<file path="config.mk">
export PLATFORM = sky130hd
export DESIGN_NAME = vga_text_line_renderer_flat
export DESIGN_NICKNAME = d
export VERILOG_FILES = /design/src/rtl/vga_text_line_renderer_if.sv /design/src/rtl/vga_text_line_renderer.sv /design/src/flat_wrapper.sv
export SDC_FILE = /design/constraint.sdc
export NUM_CORES = 1
export LEC_CHECK = 0
export CORE_AREA = 2 2 96 98
export DETAILED_ROUTE_END_ITERATION = 10
export DIE_AREA = 0 0 98 100
export GPL_ROUTABILITY_DRIVEN = 1
export GPL_TIMING_DRIVEN = 0
export PLACE_DENSITY = 0.85
export SYNTH_ARGS = -nofsm -noshare
export SYNTH_HDL_FRONTEND = slang
export SYNTH_SLANG_ARGS = --single-unit
</file>
<file path="constraint.sdc">
create_clock -name clk -period 1.5 [get_ports clk]
set_input_delay 0.375 -clock clk [delete_from_list [all_inputs] [get_ports clk]]
set_output_delay 0.375 -clock clk [all_outputs]
set_load 0.005 [all_outputs]
</file>
<file path="src/rtl/vga_text_line_renderer_if.sv">
// Glyph ROM port of the text line renderer: the renderer drives the byte address,
// the ROM returns the glyph byte a fixed number of clocks later.
interface vga_text_line_renderer_if #(
  parameter int ROM_AW = 12
);
  logic [ROM_AW-1:0] rom_addr;
  logic [7:0]        rom_q;

  modport master (output rom_addr, input rom_q);
  modport slave  (input rom_addr, output rom_q);
endinterface

</file>
<file path="src/rtl/vga_text_line_renderer.sv">
// Renders NUM_CHARS glyphs from a shared ROM as one text line in a VGA raster,
// with frame-synchronous code latching and per-slot blinking.
module vga_text_line_renderer #(
  parameter int NUM_CHARS    = 8,
  parameter int CODE_W       = 4,
  parameter int NUM_GLYPHS   = 11,
  parameter int CHAR_W       = 32,
  parameter int CHAR_H       = 64,
  parameter int X0           = 64,
  parameter int Y0           = 208,
  parameter int ROM_LAT      = 2,
  parameter int BLINK_FRAMES = 15,
  parameter int RGB_W        = 8,
  parameter logic [RGB_W-1:0] FG = RGB_W'(8'hFF),
  parameter logic [RGB_W-1:0] BG = RGB_W'(8'h00)
) (
  input  logic                        clk,
  input  logic                        rst,
  input  logic                        in_de,
  input  logic                        in_hs,
  input  logic                        in_vs,
  input  logic [9:0]                  in_x,
  input  logic [9:0]                  in_y,
  input  logic [NUM_CHARS*CODE_W-1:0] char_codes,
  input  logic [NUM_CHARS-1:0]        blink_mask,
  vga_text_line_renderer_if.master    rom,
  output logic                        out_de,
  output logic                        out_hs,
  output logic                        out_vs,
  output logic [RGB_W-1:0]            out_rgb
);

  localparam int GLYPH_BYTES = CHAR_W * CHAR_H / 8;
  localparam int ROW_BYTES   = CHAR_W / 8;
  localparam int ROM_AW      = CODE_W + $clog2(GLYPH_BYTES);
  localparam int SLOT_W      = (NUM_CHARS > 1) ? $clog2(NUM_CHARS) : 1;
  localparam int COL_W       = $clog2(CHAR_W);
  localparam int ROW_W       = (CHAR_H > 1) ? $clog2(CHAR_H) : 1;
  localparam int CNT_W       = (BLINK_FRAMES > 1) ? $clog2(BLINK_FRAMES) : 1;

  localparam logic [10:0]       X_LO        = 11'(X0);
  localparam logic [10:0]       X_HI        = 11'(X0 + NUM_CHARS * CHAR_W);
  localparam logic [10:0]       Y_LO        = 11'(Y0);
  localparam logic [10:0]       Y_HI        = 11'(Y0 + CHAR_H);
  localparam logic [10:0]       CHAR_W11    = 11'(CHAR_W);
  localparam logic [CODE_W:0]   GLYPH_LIMIT = (CODE_W + 1)'(NUM_GLYPHS);
  localparam logic [CNT_W-1:0]  CNT_LAST    = CNT_W'(BLINK_FRAMES - 1);

  typedef struct packed {
    logic       de;
    logic       hs;
    logic       vs;
    logic       inbox;
    logic       hide;
    logic [2:0] bit_idx;
  } side_t;

  localparam side_t SIDE_RST = '{de: 1'b0, hs: 1'b1, vs: 1'b1, inbox: 1'b0,
                                 hide: 1'b0, bit_idx: 3'd0};

  logic                        vs_prev_q, vs_prev_d;
  logic [NUM_CHARS*CODE_W-1:0] shadow_codes_q, shadow_codes_d;
  logic [NUM_CHARS-1:0]        shadow_mask_q, shadow_mask_d;
  logic [CNT_W-1:0]            frame_cnt_q, frame_cnt_d;
  logic                        blink_phase_q, blink_phase_d;

  logic                        s0_de_q, s0_de_d;
  logic                        s0_hs_q, s0_hs_d;
  logic                        s0_vs_q, s0_vs_d;
  logic                        s0_inbox_q, s0_inbox_d;
  logic [SLOT_W-1:0]           s0_slot_q, s0_slot_d;
  logic [COL_W-1:0]            s0_col_q, s0_col_d;
  logic [ROW_W-1:0]            s0_row_q, s0_row_d;

  logic [ROM_AW-1:0]           rom_addr_q, rom_addr_d;
  // side_q[0] is stage 1; the remaining ROM_LAT entries wait out the ROM read
  side_t                       side_q [ROM_LAT+1];
  side_t                       side_d [ROM_LAT+1];

  logic                        out_de_q, out_de_d;
  logic                        out_hs_q, out_hs_d;
  logic                        out_vs_q, out_vs_d;
  logic [RGB_W-1:0]            out_rgb_q, out_rgb_d;

  logic                        vs_fall;
  logic [10:0]                 dx, dy;
  logic [CODE_W-1:0]           code;
  side_t                       side_o;

  always_comb begin
    vs_fall        = vs_prev_q & ~in_vs;
    vs_prev_d      = in_vs;
    shadow_codes_d = shadow_codes_q;
    shadow_mask_d  = shadow_mask_q;
    frame_cnt_d    = frame_cnt_q;
    blink_phase_d  = blink_phase_q;
    if (vs_fall) begin
      shadow_codes_d = char_codes;
      shadow_mask_d  = blink_mask;
      if (frame_cnt_q == CNT_LAST) begin
        frame_cnt_d   = '0;
        blink_phase_d = ~blink_phase_q;
      end else begin
        frame_cnt_d = frame_cnt_q + 1'b1;
      end
    end

    dx         = {1'b0, in_x} - X_LO;
    dy         = {1'b0, in_y} - Y_LO;
    s0_de_d    = in_de;
    s0_hs_d    = in_hs;
    s0_vs_d    = in_vs;
    s0_inbox_d = in_de & ({1'b0, in_x} >= X_LO) & ({1'b0, in_x} < X_HI)
                       & ({1'b0, in_y} >= Y_LO) & ({1'b0, in_y} < Y_HI);
    s0_slot_d  = s0_inbox_d ? SLOT_W'(dx / CHAR_W11) : '0;
    s0_col_d   = COL_W'(dx % CHAR_W11);
    s0_row_d   = ROW_W'(dy);

    code       = shadow_codes_q[s0_slot_q * CODE_W +: CODE_W];
    rom_addr_d = rom_addr_q;
    if (s0_inbox_q) begin
      rom_addr_d = ROM_AW'(code) * ROM_AW'(GLYPH_BYTES)
                 + ROM_AW'(s0_row_q) * ROM_AW'(ROW_BYTES)
                 + ROM_AW'(s0_col_q >> 3);
    end

    side_d[0] = '{de:      s0_de_q,
                  hs:      s0_hs_q,
                  vs:      s0_vs_q,
                  inbox:   s0_inbox_q,
                  hide:    ({1'b0, code} >= GLYPH_LIMIT)
                           | (shadow_mask_q[s0_slot_q] & blink_phase_q),
                  bit_idx: 3'd7 - s0_col_q[2:0]};
    for (int i = 1; i <= ROM_LAT; i++) begin
      side_d[i] = side_q[i-1];
    end

    side_o    = side_q[ROM_LAT];
    out_de_d  = side_o.de;
    out_hs_d  = side_o.hs;
    out_vs_d  = side_o.vs;
    out_rgb_d = '0;
    if (side_o.de && side_o.inbox) begin
      out_rgb_d = (side_o.hide || !rom.rom_q[side_o.bit_idx]) ? BG : FG;
    end
  end

  always_ff @(posedge clk) begin
    if (rst) begin
      vs_prev_q      <= 1'b1;
      shadow_codes_q <= '0;
      shadow_mask_q  <= '0;
      frame_cnt_q    <= '0;
      blink_phase_q  <= 1'b0;
      s0_de_q        <= 1'b0;
      s0_hs_q        <= 1'b1;
      s0_vs_q        <= 1'b1;
      s0_inbox_q     <= 1'b0;
      s0_slot_q      <= '0;
      s0_col_q       <= '0;
      s0_row_q       <= '0;
      rom_addr_q     <= '0;
      for (int i = 0; i <= ROM_LAT; i++) begin
        side_q[i] <= SIDE_RST;
      end
      out_de_q       <= 1'b0;
      out_hs_q       <= 1'b1;
      out_vs_q       <= 1'b1;
      out_rgb_q      <= '0;
    end else begin
      vs_prev_q      <= vs_prev_d;
      shadow_codes_q <= shadow_codes_d;
      shadow_mask_q  <= shadow_mask_d;
      frame_cnt_q    <= frame_cnt_d;
      blink_phase_q  <= blink_phase_d;
      s0_de_q        <= s0_de_d;
      s0_hs_q        <= s0_hs_d;
      s0_vs_q        <= s0_vs_d;
      s0_inbox_q     <= s0_inbox_d;
      s0_slot_q      <= s0_slot_d;
      s0_col_q       <= s0_col_d;
      s0_row_q       <= s0_row_d;
      rom_addr_q     <= rom_addr_d;
      side_q         <= side_d;
      out_de_q       <= out_de_d;
      out_hs_q       <= out_hs_d;
      out_vs_q       <= out_vs_d;
      out_rgb_q      <= out_rgb_d;
    end
  end

  assign rom.rom_addr = rom_addr_q;
  assign out_de       = out_de_q;
  assign out_hs       = out_hs_q;
  assign out_vs       = out_vs_q;
  assign out_rgb      = out_rgb_q;

endmodule
</file>
<file path="src/flat_wrapper.sv">
// flat-port wrapper written by rule: the top's interface ports become plain ports
module vga_text_line_renderer_flat 
#(
  parameter int NUM_CHARS    = 8,
  parameter int CODE_W       = 4,
  parameter int NUM_GLYPHS   = 11,
  parameter int CHAR_W       = 32,
  parameter int CHAR_H       = 64,
  parameter int X0           = 64,
  parameter int Y0           = 208,
  parameter int ROM_LAT      = 2,
  parameter int BLINK_FRAMES = 15,
  parameter int RGB_W        = 8,
  parameter logic [RGB_W-1:0] FG = RGB_W'(8'hFF),
  parameter logic [RGB_W-1:0] BG = RGB_W'(8'h00)
)
  (clk, rst, in_de, in_hs, in_vs, in_x, in_y, char_codes, blink_mask, out_de, out_hs, out_vs, out_rgb, rom_rom_addr, rom_rom_q);
  vga_text_line_renderer_if rom_i ();
  input  logic clk;
  input  logic rst;
  input  logic in_de;
  input  logic in_hs;
  input  logic in_vs;
  input  logic [9:0] in_x;
  input  logic [9:0] in_y;
  input  logic [NUM_CHARS*CODE_W-1:0] char_codes;
  input  logic [NUM_CHARS-1:0] blink_mask;
  output logic out_de;
  output logic out_hs;
  output logic out_vs;
  output logic [RGB_W-1:0] out_rgb;
  output wire logic [$bits(rom_i.rom_addr)-1:0] rom_rom_addr;
  input wire logic [$bits(rom_i.rom_q)-1:0] rom_rom_q;
  assign rom_rom_addr = rom_i.rom_addr;
  assign rom_i.rom_q = rom_rom_q;
  vga_text_line_renderer #(.NUM_CHARS(NUM_CHARS), .CODE_W(CODE_W), .NUM_GLYPHS(NUM_GLYPHS), .CHAR_W(CHAR_W), .CHAR_H(CHAR_H), .X0(X0), .Y0(Y0), .ROM_LAT(ROM_LAT), .BLINK_FRAMES(BLINK_FRAMES), .RGB_W(RGB_W), .FG(FG), .BG(BG)) u_core (.clk(clk), .rst(rst), .in_de(in_de), .in_hs(in_hs), .in_vs(in_vs), .in_x(in_x), .in_y(in_y), .char_codes(char_codes), .blink_mask(blink_mask), .rom(rom_i), .out_de(out_de), .out_hs(out_hs), .out_vs(out_vs), .out_rgb(out_rgb));
endmodule
</file>
==> flow_metrics.py, run 1 <==
metrics = {
    "setup_path": {
        "worstSetupEndpointType": "flop",
        "required_ns": 1.74,
        "r2r_start": "u_core.s0_slot_q[0]",
        "critPathKind": "flop to flop",
        "critical_path_peak_fanout": 5,
        "reg2reg_slack_ns": -0.16,
        "worstReg2RegEnd": "u_core.side_d[11]",
        "cp.arrival_ns": 1.90,
        "ff2ff_path_depth": 5,
        "critPathLaunchType": "flop",
    },
    "clock_tree": {
        "cts_root_buffer": "clkbuf_8",
        "cts.clk_slew.worst_paths_ns": 0.10,
        "clock_sinks": 103,
        "hold_buffers": 0,
        "ctsHtreeMaxLevel": 3,
        "clk_path_buf_depth": 2,
        "tritoncts": "yes",
        "clk_latency_ns": 0.37,
        "numCtsBuffers": 9,
    },
    "synth": {
        "ys_seq_area_frac": 0.5468,
        "synthMuxAreaShare": 0.1088,
        "synth_top_family_by_area": "simple AND/OR/NAND/NOR gates",
        "synth_area_sq_mm": 0.003771,
        "ys_warn_count": 0,
        "synth.net_count": 461,
        "synth-seq-cells": 103,
        "netlist_instances": 384,
        "syn-mean-instance-area_sq_um": 9.821,
        "synth_compound_area_frac": 0.09622,
        "yosys.cell_types.count": 36,
        "synth-xor-area-share": 0.002322,
        "synth_fa_ha_area_frac": 0.01327,
        "synth_simple_gate_area_share": 0.1845,
    },
    "sta": {
        "hold_viol_final": 0,
        "setup_viol": 3,
        "slew_viol_final": 0,
        "max_slew_margin": 0.6120,
        "max_freq_ghz": 0.6041,
        "rsz0062_at_grt": "yes",
        "tightest_slew_ns": 0.5820,
        "hold_ws_ns": 0.2486,
        "period_needed_ns": 1.655,
        "finalClockSkew_ns": 0.008019,
        "timing.final.crit_share": 1.104,
        "finalSetupTns_ns": -0.3516,
        "fin_ws_ns": -0.1554,
    },
    "place": {
        "placed_area_sq_mm": 0.004857,
        "io_buffers": 94,
        "dp_cells": 589,
        "place_congestion": 0.8172,
        "dp_slack_ns": -0.6415,
        "dp_hpwl_mm": 6.519,
    },
    "cells_and_area": {
        "layout_common_cells": "dfxtp_1 (94), nand2_1 (80), clkdlybuf4s50_1 (65), a21oi_1 (44), nor2b_1 (25)",
        "final_area_sq_mm": 0.005230,
        "fin_nets": 574,
        "final_common_cell": "dfxtp_1",
        "fin_util": 0.5883,
        "diodes": 0,
        "fin_cells": 613,
        "final_layout_size_suffix_gt1_frac": 0.1793,
        "areaGrowthSynthToFinish_pct": 38.69,
    },
    "floorplan": {
        "ios": 96,
        "dieArea_sq_mm": 0.009800,
        "core_area_sq_mm": 0.008890,
        "die_h_um": 100,
        "start_util": 0.4242,
        "chipWidth_um": 98,
        "rows": 35,
    },
    "global_routing": {
        "grt_util_all_layers": 0.1830,
        "antenna_found_initial": 0,
        "grt_remaining_overflow": 0,
        "grt_max_degree": 19,
        "grt_pass1_vias": 2956,
        "grt_pass1_wl_mm": 14.23,
    },
    "run_status": {
        "status": "complete, but fails checks",
        "violations": "setup timing",
    },
    "routing": {
        "drc_errors": 0,
        "antenna_left": 0,
        "viasPerCell": 4.868,
        "routed_wl_mm": 9.216,
        "dr.pass1.iters": 5,
        "num_vias": 2984,
        "drt-initial-drc-count": 109,
        "drt-wirelength-per-cell_um": 15.03,
    },
    "power_and_ir_drop": {
        "peakVddDrop_uv": 511.8,
        "switching_share": 0.2572,
        "p_comb_frac": 0.106,
        "cellLeakagePower_nw": 2.020,
        "pwr-share-seq": 0.570,
        "pwr_density_cell_mw_per_mm2": 967.5,
        "p_sw_mw": 1.301,
        "p_total_mw": 5.060,
        "pwr-share-clk": 0.324,
        "p_int_mw": 3.758,
    },
    "hold_path": {
        "min_from": "in_x[6]",
        "holdPathEnd": "u_core.s0_slot_q[1]",
        "hp-class": "primary input to flop",
        "min_delay_path_depth": 2,
    },
    "run": {
        "drv_cap": 0,
    },
}
## worst max-delay path, cell delays in order (launching register included)
cell and delay [ns]:
dfxtp_4 0.40, buf_8 0.13, mux4_2 0.53, mux2i_2 0.20
o21a_1 0.19, o32ai_2 0.08
## logic make-up (layout without fill, tap and decap cells)
logic type               count (synthesis)  count (layout)
multiplexers                            26              26
flip-flops                             103             103
XOR/XNOR                                 1               1
AO/OA/AOI/OAI                           61              61
buffers and inverters                   40             158
adder cells (fa/ha/maj)                  4               4
AND/OR/NAND/NOR                        149             149
## power by group through the flow
stage          sequential, mW  clock, mW  combinational, mW
2_1_floorplan            2.93          0              0.239
3_3_place_gp             2.94          0              0.490
3_5_place_dp             2.95          0              0.509
4_1_cts                  2.88       1.62              0.519
5_1_grt                  2.89       1.75              0.584
6_report                 2.88       1.64              0.538
## cells in the mapped netlist, drive strengths merged
cell | instances | area, sq um
dfxtp | 103 | 2062
nand2 | 80 | 300.3
a21oi | 44 | 220.2
nor2b | 26 | 165.2
clkbuf | 23 | 86.33
nor2 | 20 | 75.07
mux2i | 14 | 140.1
mux4 | 12 | 270.3
buf | 11 | 72.57
or2 | 10 | 62.56
a211oi | 5 | 37.54
inv | 5 | 18.77
ha | 4 | 50.05
nand2b | 3 | 18.77
a311oi | 2 | 17.52
a31oi | 2 | 12.51
nor3 | 2 | 10.01
nor3b | 2 | 15.01
o21a | 2 | 15.01
a21o | 1 | 7.510
and3b | 1 | 8.760
clkinv | 1 | 3.750
nand3b | 1 | 7.510
nand4b | 1 | 8.760
nor4 | 1 | 6.260
nor4bb | 1 | 10.01
o2111ai | 1 | 15.01
o21ai | 1 | 5.000
o311ai | 1 | 16.27
o31ai | 1 | 7.510
o32ai | 1 | 8.760
or4 | 1 | 7.510
xor2 | 1 | 8.760
## cell type report
| cell class | count | area (sq um) |
|---|---|---|
| Fill cell | 727 | 3660 |
| Sequential cell | 103 | 2078 |
| Multi-Input combinational cell | 241 | 1628 |
| Timing Repair Buffer | 104 | 1003 |
| Buffer | 32 | 178.9 |
| Tap cell | 111 | 138.9 |
| Clock buffer | 9 | 123.9 |
| Clock inverter | 7 | 56.30 |
| Inverter | 6 | 22.52 |
## worst max-delay path by stage
stage                         from                   to  slack, ns  cells past startpoint
4_1_cts        u_core.s0_slot_q[0]    u_core.side_d[11]      -0.14                      5
6_report       u_core.s0_slot_q[0]    u_core.side_d[11]      -0.16                      5
3_3_place_gp               in_x[2]  u_core.s0_slot_q[0]      -0.60                      5
2_1_floorplan              in_x[2]  u_core.s0_slot_q[1]      -0.05                      4
5_1_grt        u_core.s0_slot_q[0]    u_core.side_d[11]      -0.22                      5
3_5_place_dp               in_x[2]  u_core.s0_slot_q[0]      -0.64                      5
## state kept, by name, summed over array words and instances (netlist names), 3 cells and up
register and cells:
u_core.rom.rom_addr 12, u_core.shadow_mask_q 8, u_core.s0_col_q 5, u_core.side_d 16, u_core.frame_cnt_q 4, u_core.side_o 5
u_core.s0_row_q 6, u_core.s0_slot_q 3, u_core.shadow_codes_q 32
## routing by layer
layer	wire length (um)	GRT usage	part of all wire
met3	451	0.03621	0.049
met1	3812	0.2162	0.41
met5	0	0	0
met2	4834	0.3330	0.52
met4	117	0.06303	0.013
## repair_timing
action / 4_1_cts / 5_1_grt
resized for setup: 69 / 20
setup buffers: 6 / 3
setup endpoints to repair: 77 / 56
gates cloned: 1 / 0
pin swaps: 7 / 4
Power figures use the tool's default switching activity.
==> run 2, diff against run 1 <==
--- a/config.mk
+++ b/config.mk
@@ -10,6 +10,7 @@
 export DIE_AREA = 0 0 98 100
 export GPL_ROUTABILITY_DRIVEN = 1
 export GPL_TIMING_DRIVEN = 0
+export MAX_ROUTING_LAYER = met4
 export PLACE_DENSITY = 0.85
 export SYNTH_ARGS = -nofsm -noshare
 export SYNTH_HDL_FRONTEND = slang
==> run 2 against run 1 <==
Effect of this change: the run still ends with setup timing left; clock power hardly changed; via count increased by 0.60%; clock skew is 0.0016 ns lower; maximum frequency is 0.86% lower; largest cell class unchanged; total power decreased by 0.13%; worst setup slack worse by 0.014 ns; register-to-register slack about the same; sequential cell count did not move; utilization stayed put; cell count stayed put.
==> flow_metrics.py, run 2 (synthesis gave the netlist of run 1 again) <==
metrics = {
    "setup_path": {
        "worstSetupEndpointType": "flop",
        "worstReg2RegEnd": "u_core.side_d[11]",
        "critPathKind": "flop to flop",
        "cp.arrival_ns": 1.91,
        "r2r_start": "u_core.s0_slot_q[0]",
        "reg2reg_slack_ns": -0.17,
        "path_cells": "buf_8 > mux4_2 > mux2i_2 > o21a_1 > o32ai_2",
        "max_stage_delay_ns": 0.54,
        "ff2ff_path_depth": 5,
        "path_delay_family": "multiplexers",
        "critical_path_peak_fanout": 5,
        "slowest_stage": "mux4_2",
        "required_ns": 1.74,
        "crit_buf_inv": 1,
        "critPathLaunchType": "flop",
    },
    "hold_path": {
        "min_delay_path_depth": 2,
        "holdPathEnd": "u_core.s0_slot_q[1]",
        "hp-class": "primary input to flop",
        "min_from": "in_x[6]",
    },
    "global_routing": {
        "grt_pass1_wl_mm": 14.23,
        "grt_util_all_layers": 0.1893,
        "grt_pass1_vias": 2949,
        "antenna_found_initial": 0,
        "grt_remaining_overflow": 0,
        "grt_max_degree": 19,
    },
    "clock_tree": {
        "tritoncts": "yes",
        "cts_root_buffer": "clkbuf_8",
        "numCtsBuffers": 9,
        "ctsHtreeMaxLevel": 3,
        "hold_buffers": 0,
        "clk_path_buf_depth": 2,
        "cts.clk_slew.worst_paths_ns": 0.10,
        "clock_sinks": 103,
        "clk_latency_ns": 0.37,
    },
    "floorplan": {
        "rows": 35,
        "ios": 96,
        "start_util": 0.4242,
        "dieArea_sq_mm": 0.009800,
        "chipWidth_um": 98,
        "die_h_um": 100,
        "core_area_sq_mm": 0.008890,
    },
    "power_and_ir_drop": {
        "cellLeakagePower_nw": 2.020,
        "peakVddDrop_uv": 509.4,
        "pwr_density_cell_mw_per_mm2": 966.2,
    },
    "cells_and_area": {
        "areaGrowthSynthToFinish_pct": 38.69,
        "fin_util": 0.5883,
        "fill_cells": 727,
        "largest_reg_flops": 32,
        "layout_common_cells": "dfxtp_1 (94), nand2_1 (80), clkdlybuf4s50_1 (65), a21oi_1 (44), nor2b_1 (25)",
        "final_layout_size_suffix_gt1_frac": 0.1793,
        "regMostFlops": "u_core.shadow_codes_q",
        "final_common_cell": "dfxtp_1",
        "seq_area_sq_mm": 0.002078,
        "fin_cells": 613,
        "fin_nets": 574,
        "multiInputGateArea_sq_mm": 0.001628,
        "diodes": 0,
    },
    "place": {
        "place_congestion": 0.8293,
        "io_buffers": 94,
        "dp_slack_ns": -0.6415,
        "dp_hpwl_mm": 6.519,
        "dp_cells": 589,
    },
    "sta": {
        "finalClockSkew_ns": 0.006406,
        "max_slew_margin": 0.6147,
        "fin_ws_ns": -0.1697,
        "tightest_slew_ns": 0.5780,
        "rsz0062_at_grt": "yes",
        "hold_ws_ns": 0.2501,
        "max_freq_ghz": 0.5989,
        "slew_viol_final": 0,
        "setup_viol": 3,
        "period_needed_ns": 1.670,
        "hold_viol_final": 0,
        "finalSetupTns_ns": -0.3795,
        "timing.final.crit_share": 1.113,
    },
    "run": {
        "drv_cap": 0,
    },
    "routing": {
        "routed_wl_mm": 9.187,
        "dr.pass1.iters": 4,
        "drt-initial-drc-count": 112,
        "drc_errors": 0,
        "drt-wirelength-per-cell_um": 14.99,
        "antenna_left": 0,
        "num_vias": 3002,
        "viasPerCell": 4.897,
    },
    "run_status": {
        "violations": "setup timing",
        "status": "complete, but fails checks",
    },
}
## run 2: cell counts in the layout (fill, tap and decap cells not counted)
No cell type changed its count.
## run 2: worst max path at each step
stage / to / start / cells after the start / slack [ns]
floorplan: u_core.s0_slot_q[1] / in_x[2] / 4 / -0.05
global placement: u_core.s0_slot_q[0] / in_x[2] / 5 / -0.60
detailed placement: u_core.s0_slot_q[0] / in_x[2] / 5 / -0.64
CTS: u_core.side_d[11] / u_core.s0_slot_q[0] / 5 / -0.14
global route: u_core.side_d[11] / u_core.s0_slot_q[0] / 5 / -0.22
finish: u_core.side_d[11] / u_core.s0_slot_q[0] / 5 / -0.17
## run 2: what timing repair did
item                       4_1_cts  5_1_grt
pin swaps                        7        4
setup endpoints to repair       77       54
resized for setup               69       20
cloned                           1        0
setup buffers                    6        3
## run 2: power breakdown
part / switching (mW) / leakage [nW] / internal [mW]
clock network: 1.01 / 0.0895 / 0.627
registers: 0.0458 / 0.848 / 2.84
logic: 0.242 / 1.08 / 0.295
## run 2: worst register-to-register path: stages, from the launching register on
cell and delay [ns]:
dfxtp_4 0.40, buf_8 0.13, mux4_2 0.54, mux2i_2 0.20, o21a_1 0.19, o32ai_2 0.08
## run 2: stage by stage
stage / cell area, sq um / power (mW)
after floorplan: 3777 / 3.172
after global placement: 4857 / 3.429
after detailed placement: 4857 / 3.456
after CTS: 5129 / 5.024
after global routing: 5230 / 5.233
final: 5230 / 5.053
## run 2: layout make-up
type                    count  share of cell area
plain buffers              32             0.03421
multi-input cells         241              0.3112
flip-flops and latches    103              0.3974
inverters                   6            0.004306
clock buffers               9             0.02368
repair buffers            104              0.1919
well taps                 111             0.02655
clock inverters             7             0.01077
## run 2: routing by layer
| layer | part of all wire | track usage | vias to the layer above |
|---|---|---|---|
| met2 | 0.53 | 0.3330 | 90 |
| met5 | 0 | - | - |
| li1 | - | - | 1494 |
| met3 | 0.047 | 0.04526 | 7 |
| met1 | 0.41 | 0.2166 | 1411 |
| met4 | 0.0087 | 0.05342 | 0 |
